<file path="src/rtl/vsmac_sequencer.sv">
// vsmac_sequencer: feeds ACCUMULATIONS operand beats to a vsmac array, waits
// RESULT_LATENCY cycles, captures the packed result and hands it downstream.
module vsmac_sequencer #(
    parameter int SIZE = 6,
    parameter int WIDTH = 8,
    parameter int ACCUMULATIONS = 3,
    parameter int RESULT_LATENCY = 2
) (
    input  logic                    clk,
    input  logic                    reset,
    input  logic                    in_valid,
    output logic                    in_ready,
    input  logic [WIDTH*SIZE-1:0]   in_vec,
    input  logic [WIDTH-1:0]        in_scalar,
    output logic [WIDTH*SIZE-1:0]   mac_a,
    output logic [WIDTH-1:0]        mac_b,
    output logic                    mac_enable,
    output logic                    mac_clear,
    input  logic [WIDTH*SIZE-1:0]   mac_out,
    output logic                    res_valid,
    input  logic                    res_ready,
    output logic [WIDTH*SIZE-1:0]   res_data,
    output logic                    busy
);
    localparam int CW = $clog2(ACCUMULATIONS + 1);
    localparam int LW = $clog2(RESULT_LATENCY + 1);
    typedef enum logic [1:0] {CLEAR, FEED, WAIT, HOLD} state_t;
    state_t        r_state;
    logic [CW-1:0] r_count;
    logic [LW-1:0] r_lat;
    logic          w_hs;
    assign in_ready = (r_state == FEED);
    assign w_hs     = in_valid & in_ready;
    always_ff @(posedge clk) begin
        if (reset) begin
            r_state    <= CLEAR;
            r_count    <= '0;
            r_lat      <= '0;
            mac_a      <= '0;
            mac_b      <= '0;
            mac_enable <= 1'b0;
            mac_clear  <= 1'b0;
            res_valid  <= 1'b0;
            res_data   <= '0;
            busy       <= 1'b0;
        end else begin
            mac_enable <= 1'b0;
            mac_clear  <= 1'b0;
            case (r_state)
                // Entered with the strobe already raised from HOLD; straight out of reset it is raised here first.
                CLEAR: begin
                    r_count <= '0;
                    r_lat   <= '0;
                    if (mac_clear) r_state <= FEED;
                    else mac_clear <= 1'b1;
                end
                FEED: if (w_hs) begin
                    mac_a      <= in_vec;
                    mac_b      <= in_scalar;
                    mac_enable <= 1'b1;
                    busy       <= 1'b1;
                    r_count    <= r_count + CW'(1);
                    if (r_count == CW'(ACCUMULATIONS - 1)) r_state <= WAIT;
                end
                // r_lat is 0 in the final beat's enable cycle.
                WAIT: if (r_lat == LW'(RESULT_LATENCY)) begin
                    res_data  <= mac_out;
                    res_valid <= 1'b1;
                    r_state   <= HOLD;
                end else begin
                    r_lat <= r_lat + LW'(1);
                end
                HOLD: if (res_ready) begin
                    res_valid <= 1'b0;
                    busy      <= 1'b0;
                    mac_clear <= 1'b1;
                    r_state   <= CLEAR;
                end
            endcase
        end
    end
endmodule
</file>
<file path="config.mk">
export PLATFORM = sky130hd
export DESIGN_NAME = vsmac_sequencer
export DESIGN_NICKNAME = d
export VERILOG_FILES = /design/src/rtl/vsmac_sequencer.sv
export SDC_FILE = /design/constraint.sdc
export NUM_CORES = 1
export LEC_CHECK = 0
export ABC_AREA = 1
export CAP_MARGIN = 10
export CORE_MARGIN = 8
export CORE_UTILIZATION = 39
export CTS_CLUSTER_DIAMETER = 50
export DETAILED_ROUTE_END_ITERATION = 7
export GPL_ROUTABILITY_DRIVEN = 0
export PLACE_DENSITY = 0.8
export SLEW_MARGIN = 20
export SYNTH_ARGS = -nofsm -noshare
export SYNTH_HDL_FRONTEND = slang
export SYNTH_SLANG_ARGS = --single-unit
</file>
<file path="constraint.sdc">
create_clock -name clk -period 1.7 [get_ports clk]
set_input_delay 0.34 -clock clk [delete_from_list [all_inputs] [get_ports clk]]
set_output_delay 0.34 -clock clk [all_outputs]
set_load 0.02 [all_outputs]
</file>
After elaboration in Yosys (flattened, before gate mapping)
Cells that the tools add are included.
W data, S select, Z words.
{"block": "op_classes", "addsub": 2, "mul": 0, "div_mod_pow": 0, "n_lt_le_gt_ge": 0, "eq_ne": 11, "shift": 0, "muxes": 19, "n_bitwise": 2, "n_reduce_logical": 13}
{"op": "$mux W2", "n": 7}
{"op": "$eq A2 B2 Y1 const B", "n": 4}
{"op": "$ne A2 B2 Y1 const B", "n": 4}
{"op": "$pmux W2 S2", "n": 2}
{"op": "$pmux W2 S4", "n": 1}
{"op": "$reduce_and A2 Y1", "n": 4}
{"op": "$reduce_bool A2 Y1", "n": 4}
{"op": "$mux W1", "n": 6}
{"op": "$pmux W1 S2", "n": 3}
{"op": "$reduce_and A3 Y1", "n": 2}
{"op": "$reduce_and A5 Y1", "n": 1}
{"op": "$add A2 B1 Y2 const B", "n": 2}
{"op": "$ne A2 B1 Y1 const B", "n": 2}
{"op": "$eq A2 B1 Y1 const B", "n": 1}
{"op": "$logic_not A2 Y1", "n": 1}
{"op": "$reduce_or A2 Y1", "n": 1}
{"op": "$and A1 B1 Y1", "n": 1}
{"op": "$not A1 Y1", "n": 1}
{"block": "word_totals", "regBits": 114, "latchBits": 0, "ram_bits": 0, "rom_bits": 0, "input_bits": 108, "out_inout_bits": 109, "elab_cells": 57, "mem_count": 0}

Longest topological paths before layout
Gate-level depths: netlist of run 1.
{"block": "logic_depth", "ltp_word": 4, "mapped_depth": 9}

Worst setup path after synthesis of run 1
OpenSTA, ideal clock, no wires.
{"block": "synth_path", "kind": "register -> register", "start": "register r_state[0]", "end": "register res_data[33]", "t_arrival_ns": 1.208, "required_time_ns": 1.587, "path_slack_ns": 0.378, "stages_incl_launch_ff": 9, "n_path_buf": 2, "synth_period_minus_slack_ns": 1.322, "cell_sequence": "dfxtp_1 > inv_1 > ha_1 > nand2_2 > inv_2 > buf_4 > buf_6 > nor2_1 > nor2_1"}
{"block": "synth_via", "elab_chain_len": 2}
{"element": "from (decl)", "line": "28", "source": "state_t r_state;"}
{"element": "from (signal assigned)", "line": "36", "source": "r_state <= CLEAR;"}
{"element": "from (signal assigned)", "line": "54", "source": "if (mac_clear) r_state <= FEED;"}
{"element": "from (signal assigned)", "line": "63", "source": "if (r_count == CW'(ACCUMULATIONS - 1)) r_state <= WAIT;"}
{"element": "$eq A2 B2 Y1", "line": "49", "source": "case (r_state)"}
{"element": "$reduce_and A2 Y1 (no source line)"}
{"element": "to (signal assigned)", "line": "67", "source": "res_data <= mac_out;"}
{"element": "to (decl)", "line": "22", "source": "output logic [WIDTH*SIZE-1:0] res_data,"}
Every way passes these cells.
A chain may end at the register's enable or synchronous reset.

Final worst setup path of run 1
{"block": "layout_path", "start": "register r_state[1]", "end": "output in_ready"}
{"block": "layout_via", "elab_chain_len": 1}
{"element": "$eq A2 B1 Y1", "line": "32", "source": "assign in_ready = (r_state == FEED);"}
{"element": "to (decl)", "line": "12", "source": "output logic in_ready,"}
Every way passes these cells.

==> metrics, run 1 <==
CTS buffer count 17; Pre-Repair DR Iteration Count 4; Syn Inst Count approximately 530; CP max FO 4; count of final hold-check violations 0; RSZ-0062 raised after global routing no; FF-to-FF path depth 7; Max-slew headroom between 70 and 80%; Die H around 120 um; DR iter-0 viols approximately 290; vias in the first global route between 4000 and 5000; die width ~120 um; fin nets about 860; # diodes 0; WP data arrival around 1300 ps; MaxCap Viol Count 0; GRT overflow 0; post-route setup slack 85.0 ps; DRC Markers 0; maximum vdd drop slightly below 600 uV; Area growth syn-to-layout 65.7%; # fillers 894; RR Endpoint r_lat[0]$_SDFFE_PP0P_; syn avg cell area around 7.8 um2; Hold Crit Class in2reg; Post-CTS Setup Bufs 0; Worst-Margin Slew around 350 ps; CTS clk-pin slew, worst paths ~60 ps; sequential fraction of the synthesis area between 50% and 60%; worst setup path class reg2out; die area 0.0142 mm2; Clock Sinks ~110; synthesis warning total 0; final core occ roughly 67%; worst-skew pair later-pin latency about 500 ps; Slew Limit Fails 0; total routed wirelength 13.8 mm; Setup violations, final 0; Unique masters post-synth 19; Clock Skew between 8 and 9 ps; Starting Density approximately 40%; post-layout min period ~1600 ps; via/cell ratio 4.77; hold path start mac_out[34]; WL per Instance approximately 15 um; CP Capture Type output port; hold worst-path end res_data[34]$_SDFFE_PP0P_; port bufs 216; Pwr Density about 1300 mW/mm2; Core Region around 0.010 mm2; initial antenna violation count 0; total track usage between 10% and 20%; # IOs roughly 220; Root Driver clkbuf_8; CTS tree built; post-synthesis register bit count roughly 110; deepest clock path buffer count 2; Setup crit start kind flip-flop; first-pass GRT wire length 22.0 mm; via count 4245; commonest non-fill, non-tap cell in the layout nor2_1; Post-DRT Antenna Nets 0; reg-to-reg startpoint r_state[0]$_SDFFE_PP0P_; Cell Area, Synth approximately 0.0042 mm2; total power a little under 9 mW; worst path required time ~1400 ps; worst hold path stage count 3; largest net degree at the start of global routing 65; DP Worst Slack -53.0 ps; row cnt 37; most frequent cells in the layout nor2_1 (222), dfxtp_1 (113), dlygate4sd2_1 (108); htree depth 4; P_leak approximately 3.1 nW; proportion of layout cells with a drive suffix above 1 6.10%; status completed; fin crit share 95.0%; total nets after synthesis approximately 650; dpl hpwl slightly above 10 mm; f_max between 600 and 700 MHz; worst reg2reg setup slack around 130 ps
-- registers in the layout (all words and copies together) (netlist names) --
name	cells
mac_a	48
r_lat	2
r_state	2
mac_enable	1
r_count	2
busy	1
res_valid	1
mac_b	8
res_data	48
mac_clear	1
-- synth_stat cells, drive strengths merged --
cell    instances  area [um2]
a21oi           4        20.0
nand2          18        72.6
buf            16         138
nand3           3        15.0
o211ai          1        7.51
a211oi          1        7.51
inv            17        63.8
o21ai         110         551
nor2          222         833
ha              7        87.6
clkbuf         17        67.6
dfxtp         114        2280
or2             1        6.26
-- critical path: stages, from the launching register on --
cell and delay (ps):
dfxtp_2 330, inv_1 110, ha_2 200, buf_4 140
-- layer usage --
metal,wire length (um),vias to the layer above,track usage (%)
met3,1530,19,9.87
met5,0,-,0
met4,338,0,8.62
met2,6410,181,31.8
met1,5500,1929,20.2
li1,-,2116,-
-- per-stage QoR --
stage               setup TNS [ps]  instances  area [um2]  hold WS, ps
CTS                              0        890        6870          408
detailed placement            -110        859        6410          471
global route                     0        890        6880          446
finish                           0        890        6880          443
floorplan                        0        531        4150          409
global placement                 0        859        6410          452
-- worst max-delay path by stage --
stage / startpoint / end / slack, ps / depth (start not counted)
final: r_state[1]$_SDFFE_PP0P_ / in_ready / 90 / 3
after global routing: r_state[0]$_SDFFE_PP0P_ / r_lat[0]$_SDFFE_PP0P_ / 7 / 7
after CTS: r_state[1]$_SDFFE_PP0P_ / in_ready / 20 / 3
after detailed placement: r_state[0]$_SDFFE_PP0P_ / res_data[19]$_SDFFE_PP0P_ / -50 / 6
after global placement: r_state[0]$_SDFFE_PP0P_ / res_valid$_SDFFE_PP0P_ / 20 / 6
after floorplan: r_state[0]$_SDFFE_PP0P_ / res_data[33]$_SDFFE_PP0P_ / 380 / 8
-- where the power goes --
group / leakage (nW) / switching, mW / internal, mW / total, mW
combinational: 1.92 / 1.23 / 0.895 / 2.12
sequential: 0.925 / 0.181 / 3.03 / 3.21
clock: 0.288 / 1.17 / 2.40 / 3.58
-- what timing repair did --
| item | 4_1_cts | 5_1_grt |
|---|---|---|
| pin swaps | 0 | 0 |
| gates cloned | 0 | 0 |
| resized for setup | 114 | 3 |
| hold buffers | 0 | 0 |
| setup endpoints to repair | 118 | 2 |
-- area by class of cell --
cell class	instances	area [um2]	area share [%]
Sequential cell	114	2280	33.2
Timing Repair Buffer	225	2150	31.3
Multi-Input combinational cell	367	1600	23.3
Clock buffer	21	439	6.39
Tap cell	136	170	2.47
Clock inverter	10	159	2.31
Inverter	17	68.8	1.00
-- cell families after synthesis --
logic type               count (synthesis)  share of synthesized area [%]
buffers and inverters                   50                           6.48
AO/OA/AOI/OAI                          116                           14.1
AND/OR/NAND/NOR                        244                           22.3
adder cells (fa/ha/maj)                  7                           2.11
flip-flops                             114                           55.0
Note: power is estimated with default switching activity, not from simulation.
==> run 2, diff against run 1 <==
--- a/config.mk
+++ b/config.mk
@@ -7,7 +7,7 @@
 export LEC_CHECK = 0
 export ABC_AREA = 1
 export CAP_MARGIN = 10
-export CORE_MARGIN = 8
+export CORE_MARGIN = 4
 export CORE_UTILIZATION = 39
 export CTS_CLUSTER_DIAMETER = 50
 export DETAILED_ROUTE_END_ITERATION = 7
==> metrics, run 2 (synthesized netlist as in run 1, its figures left out) <==
WP data arrival roughly 1300 ps; total routed wirelength about 12 mm; Setup violations, final 0; htree depth 4; DRC Markers 0; via count 4208; cell internal pwr about 6.3 mW; initial antenna violation count 0; worst reg2reg setup slack about 200 ps; area of the multi-input gates about 0.0016 mm2; status completed; Post-CTS Setup Bufs 0; largest registers mac_a x48, res_data x48, mac_b x8; post-layout min period ~1600 ps; GRT overflow 0; Clock Sinks roughly 110; M2 GR Usage 33.5%; clock share of power between 40% and 50%; Post-DRT Antenna Nets 0; Hold Crit Class in2reg; MaxCap Viol Count 0; met1 GRT Util a little under a quarter; register area between 0.002 and 0.0025 mm2; Fin Setup TNS 0 ps; Psw about 2.6 mW; CP max FO 4; # diodes 0; Reg power frac a little over a third; via/cell ratio 4.71; commonest non-fill, non-tap cell in the layout nor2_1; total track usage 20.1%; largest net degree at the start of global routing 71; Area growth syn-to-layout 66.2%; proportion of layout cells with a drive suffix above 1 6.61%; fin nets 859; WL per Instance roughly 14 um; deepest clock path buffer count 2; CP Capture Type output port; Slew Limit Fails 0; switch share between 20 and 30%; first-pass GRT wire length just over 20 mm; RSZ-0062 raised after global routing no; Die H around 110 um; most frequent cells in the layout nor2_1 (222), dfxtp_1 (113), dlygate4sd2_1 (108); Clock Skew ~7.2 ps; count of final hold-check violations 0; Starting Density approximately two fifths; vias in the first global route approximately 4100; DR iter-0 viols 362; Core Region between 0.01 and 0.015 mm2; worst path required time between 1000 and 1500 ps; Pwr Density between 1000 and 1500 mW/mm2; Setup crit start kind flip-flop; P_leak approximately 3.1 nW; worst setup path class reg2out; met3 usage 8.24%; hold buffers post-CTS 0; CTS tree built; worst-skew pair later-pin latency approximately 500 ps; # IOs around 220; f_max approximately 620 MHz; post-route setup slack around 96 ps; Logic pwr share a little under a quarter; Root Driver clkbuf_8; # fillers 854; fin crit share about 94%; CTS buffer count 17; dpl hpwl 9.14 mm; CTS clk-pin slew, worst paths ~60 ps; row cnt 37; CTS resizes roughly 110; port bufs ~220; DP Worst Slack 75.9 ps; die area 0.0124 mm2; Max-slew headroom 79.4%; Worst-Margin Slew 309 ps; GRT busiest layer met2; Pre-Repair DR Iteration Count 4; die width roughly 110 um; maximum vdd drop 573 uV
run 2: cell count changes in the layout (fill, tap and decap cells not counted):
cell,delta
ha_1,+1
inv_2,+1
clkinvlp_4,+1
clkinv_4,+1
buf_2,+1
buf_4,+1
ha_2,-1
clkbuf_1,-2
run 2: final timing paths:
kind	from	endpoint	cells after the start
min reg2reg	r_count[1]$_SDFFE_PP0P_	r_count[1]$_SDFFE_PP0P_	2
max	r_state[1]$_SDFFE_PP0P_	in_ready	3
max reg2reg	r_state[0]$_SDFFE_PP0P_	r_lat[0]$_SDFFE_PP0P_	7
min	mac_out[40]	res_data[40]$_SDFFE_PP0P_	3
run 2: critical path, cell delays in order, from the launching register on:
cell,delay [ps]
dfxtp_2,350
inv_1,70
ha_1,190
buf_2,160
run 2: layer usage:
metal	share of wire, %	vias to the layer above
met1	42	1874
met3	9.9	23
met2	46	189
li1	-	2122
met4	2.2	0
met5	0	-
run 2: cell type report:
class	count	share of cell area (%)
clock buffers	19	6.26
clock inverters	13	2.67
inverters	17	0.925
multi-input cells	367	23.2
flip-flops and latches	114	33.1
well taps	136	2.47
repair buffers	227	31.4
run 2: power by group through the flow:
stage	Clock [mW]	Sequential (mW)	Combinational (mW)
after floorplan	0	3.64	0.845
final	3.64	3.20	2.07
after global placement	0	3.25	2.26
after global routing	3.84	3.25	2.28
after CTS	3.70	3.21	2.09
after detailed placement	0	3.27	2.30
run 2: per-stage QoR:
step	hold WS, ps	instance area (um2)	power, mW	utilization (%)	instances
3_3_place_gp	451	6420	5.51	62.2	861
2_1_floorplan	409	4150	4.48	-	531
5_1_grt	447	6900	9.37	66.8	893
6_report	451	6900	8.91	66.8	893
4_1_cts	429	6900	8.99	66.8	893
3_5_place_dp	460	6420	5.58	62.2	861
==> variant (config.mk and constraints of run 2) <==
Set the parameter `WIDTH` to 12 (it was 8).
--- a/src/rtl/vsmac_sequencer.sv
+++ b/src/rtl/vsmac_sequencer.sv
@@ -2,7 +2,7 @@
 // RESULT_LATENCY cycles, captures the packed result and hands it downstream.
 module vsmac_sequencer #(
     parameter int SIZE = 6,
-    parameter int WIDTH = 8,
+    parameter int WIDTH = 12,
     parameter int ACCUMULATIONS = 3,
     parameter int RESULT_LATENCY = 2
 ) (
Ports: changed (6 resized); port bits go from 217 to 321. The function was not compared with the original's and may differ.
==> variant against run 2 <==
- via count rose by 41%
- worst setup slack improved by 29 ps
- sequential cell count rose by 52
- first-iteration DRC count fell by 21%
- wire length rose by 54%
- sequential share of layout area rose by 1.2 points
- sequential power rose by 44%
- critical path type is now register to register
- power rose by 30%
- clock skew rose by 6.3 ps
- final cell count rose by 41%
- synthesized area rose by 43%
- critical path depth rose by 4
- register-to-register slack got worse by 80 ps
- final area rose by 41%
==> variant: results <==
metrics = {
    "outcome": {
        "status": "completed",
    },
    "hold_path": {
        "hp-class": "register to register",
        "worstHoldStart": "r_lat[1]$_SDFFE_PP0P_",
        "hold_end": "r_lat[1]$_SDFFE_PP0P_",
        "whs_path_depth": 2,
    },
    "setup_path": {
        "path_delay_family": "buffers and inverters",
        "r2r_slack_ps": 120,
        "critical_path.max_stage_delay_ps": 350,
        "worst-path-buf-inv": 3,
        "r2r_cells": 7,
        "arrival_ps": 1920,
        "critPathSlowestCell": "dfxtp_1",
        "critPathMaxFanout": 43,
        "crit-reg2reg-launch": "r_state[0]$_SDFFE_PP0P_",
        "r2r_end": "res_data[44]$_SDFFE_PP0P_",
    },
    "clock_network": {
        "worstSkewPairLatency_ps": 420,
        "cts_max_path_buffers": 2,
        "postCtsSetupBuffers": 0,
        "cts.htree.levels": 4,
        "cts_root_buf": "clkbuf_16",
        "clk_pin_slew_ps": 60,
        "numCtsBuffers": 17,
    },
    "pwr": {
        "leakagePower_nw": 4.419,
        "switching_share_pct": 30.19,
        "vdd_drop_max_uv": 818.2,
    },
    "timing": {
        "worst_pin_slew_ps": 326.6,
        "fin_skew_ps": 13.52,
        "finalCritPeriodShare_pct": 92.68,
    },
    "yosys": {
        "yosys_warnings": 0,
        "synthesis.nets": 923,
        "async_reset_ff_share_pct": 0,
        "synth_cell_types": 20,
        "yosys-top-cells-count": "nor2_1, dfxtp_1, o21ai_0",
        "synthTopCellsByArea": "dfxtp_1, nor2_1, o21ai_0",
        "seq_area_frac_synth_pct": 56.12,
    },
    "global_routing": {
        "antenna_found_initial": 0,
        "grt_pass1_vias": 5578,
        "grtUsageTotal_pct": 21.57,
        "grt_max_degree": 88,
        "grt_pass1_wl_um": 29940,
    },
    "route": {
        "first_iter_violations": 287,
        "firstDrtPassIters": 4,
        "drt_wl_total_um": 19120,
        "via_count": 5931,
    },
    "finish": {
        "diodes": 0,
        "drive_gt1_share_pct": 5.033,
        "fillers": 1308,
        "reg_top3": "mac_a (72), res_data (72), mac_b (12)",
        "nNetsFinal": 1227,
    },
    "placement": {
        "dpl.hpwl_um": 13920,
        "placed_area_um2": 9286,
        "dpl_worst_slack_ps": 138.3,
        "io_buffers": 320,
    },
}
[variant: cell types whose count changed after synthesis]
cell      change
nor2_1      +103
nand2_1       +1
buf_4         -1
nand2_2       -1
o21ai_0      +59
nor3_1        +2
buf_2        +14
dfxtp_1      +52
o21ai_1       -8
clkbuf_1      +2
clkbuf_2      +2
[variant: final cells by class]
class | count | area, um^2 | area share (%)
tap | 184 | 230.2 | 2.373
timing repair buffer | 335 | 3211 | 33.09
multi-input combinational | 523 | 2252 | 23.21
inverter | 17 | 65.06 | 0.6706
clock inverter | 9 | 112.6 | 1.161
clock buffer | 23 | 508.0 | 5.236
sequential | 166 | 3323 | 34.25
[variant: tightest hold or removal path: cells and delay by family, from the launching register on]
family | cells | cell delay, ps
AND/OR/NAND/NOR | 1 | 60
flip-flops | 1 | 310
AO/OA/AOI/OAI | 1 | 50
[variant: power by group through the flow]
stage	Clock, W	Combinational (W)	Sequential (W)
4_1_cts	0.00407	0.00298	0.00462
3_5_place_dp	0	0.00328	0.00472
5_1_grt	0.00422	0.00325	0.00469
6_report	0.00397	0.00295	0.00462
2_1_floorplan	0	0.00111	0.00529
3_3_place_gp	0	0.00325	0.00470
[variant: logic make-up (layout without fill, tap and decap cells)]
logic type,count (synthesis),count (layout),synth area share (%)
and+or+nand+nor,349,349,22.31
AOI/OAI and AO/OA,167,167,14.20
DFF,166,166,56.12
buffers and inverters,67,384,5.895
adders and majority gates,7,7,1.479
[variant: metrics by stage]
stage                     utilization, %  std cells  hold slack, ps  total power, W
after floorplan                        -        756           409.1        0.006398
after global placement             63.18       1225           452.5        0.007952
after detailed placement           63.18       1225           459.9        0.008010
after CTS                          66.05       1257           470.0         0.01168
after global routing               66.00       1257           495.6         0.01215
final                              66.00       1257           468.2         0.01154
[variant: what timing repair did]
| item | CTS | global route |
|---|---|---|
| hold buffers | 0 | 0 |
| pin swaps | 0 | 0 |
| gates resized for setup | 163 | 1 |
| endpoints found under the setup margin | 161 | 2 |
[variant: routing by layer]
layer | global-route usage, % | part of all wire [%] | vias to the layer above
li1 | - | - | 3013
met1 | 24.21 | 40 | 2658
met2 | 36.66 | 48 | 231
met3 | 9.136 | 9.9 | 29
met4 | 8.110 | 2.3 | 0
met5 | 0 | 0 | -
[variant: worst max-delay path by stage]
stage	start	endpoint	cells past startpoint
2_1_floorplan	r_state[0]$_SDFFE_PP0P_	res_data[10]$_SDFFE_PP0P_	7
3_3_place_gp	in_valid	mac_a[11]$_SDFFE_PP0P_	6
3_5_place_dp	in_valid	mac_a[70]$_SDFFE_PP0P_	6
4_1_cts	r_state[0]$_SDFFE_PP0P_	in_ready	2
5_1_grt	r_state[0]$_SDFFE_PP0P_	res_valid$_SDFFE_PP0P_	7
6_report	r_state[0]$_SDFFE_PP0P_	res_data[44]$_SDFFE_PP0P_	7
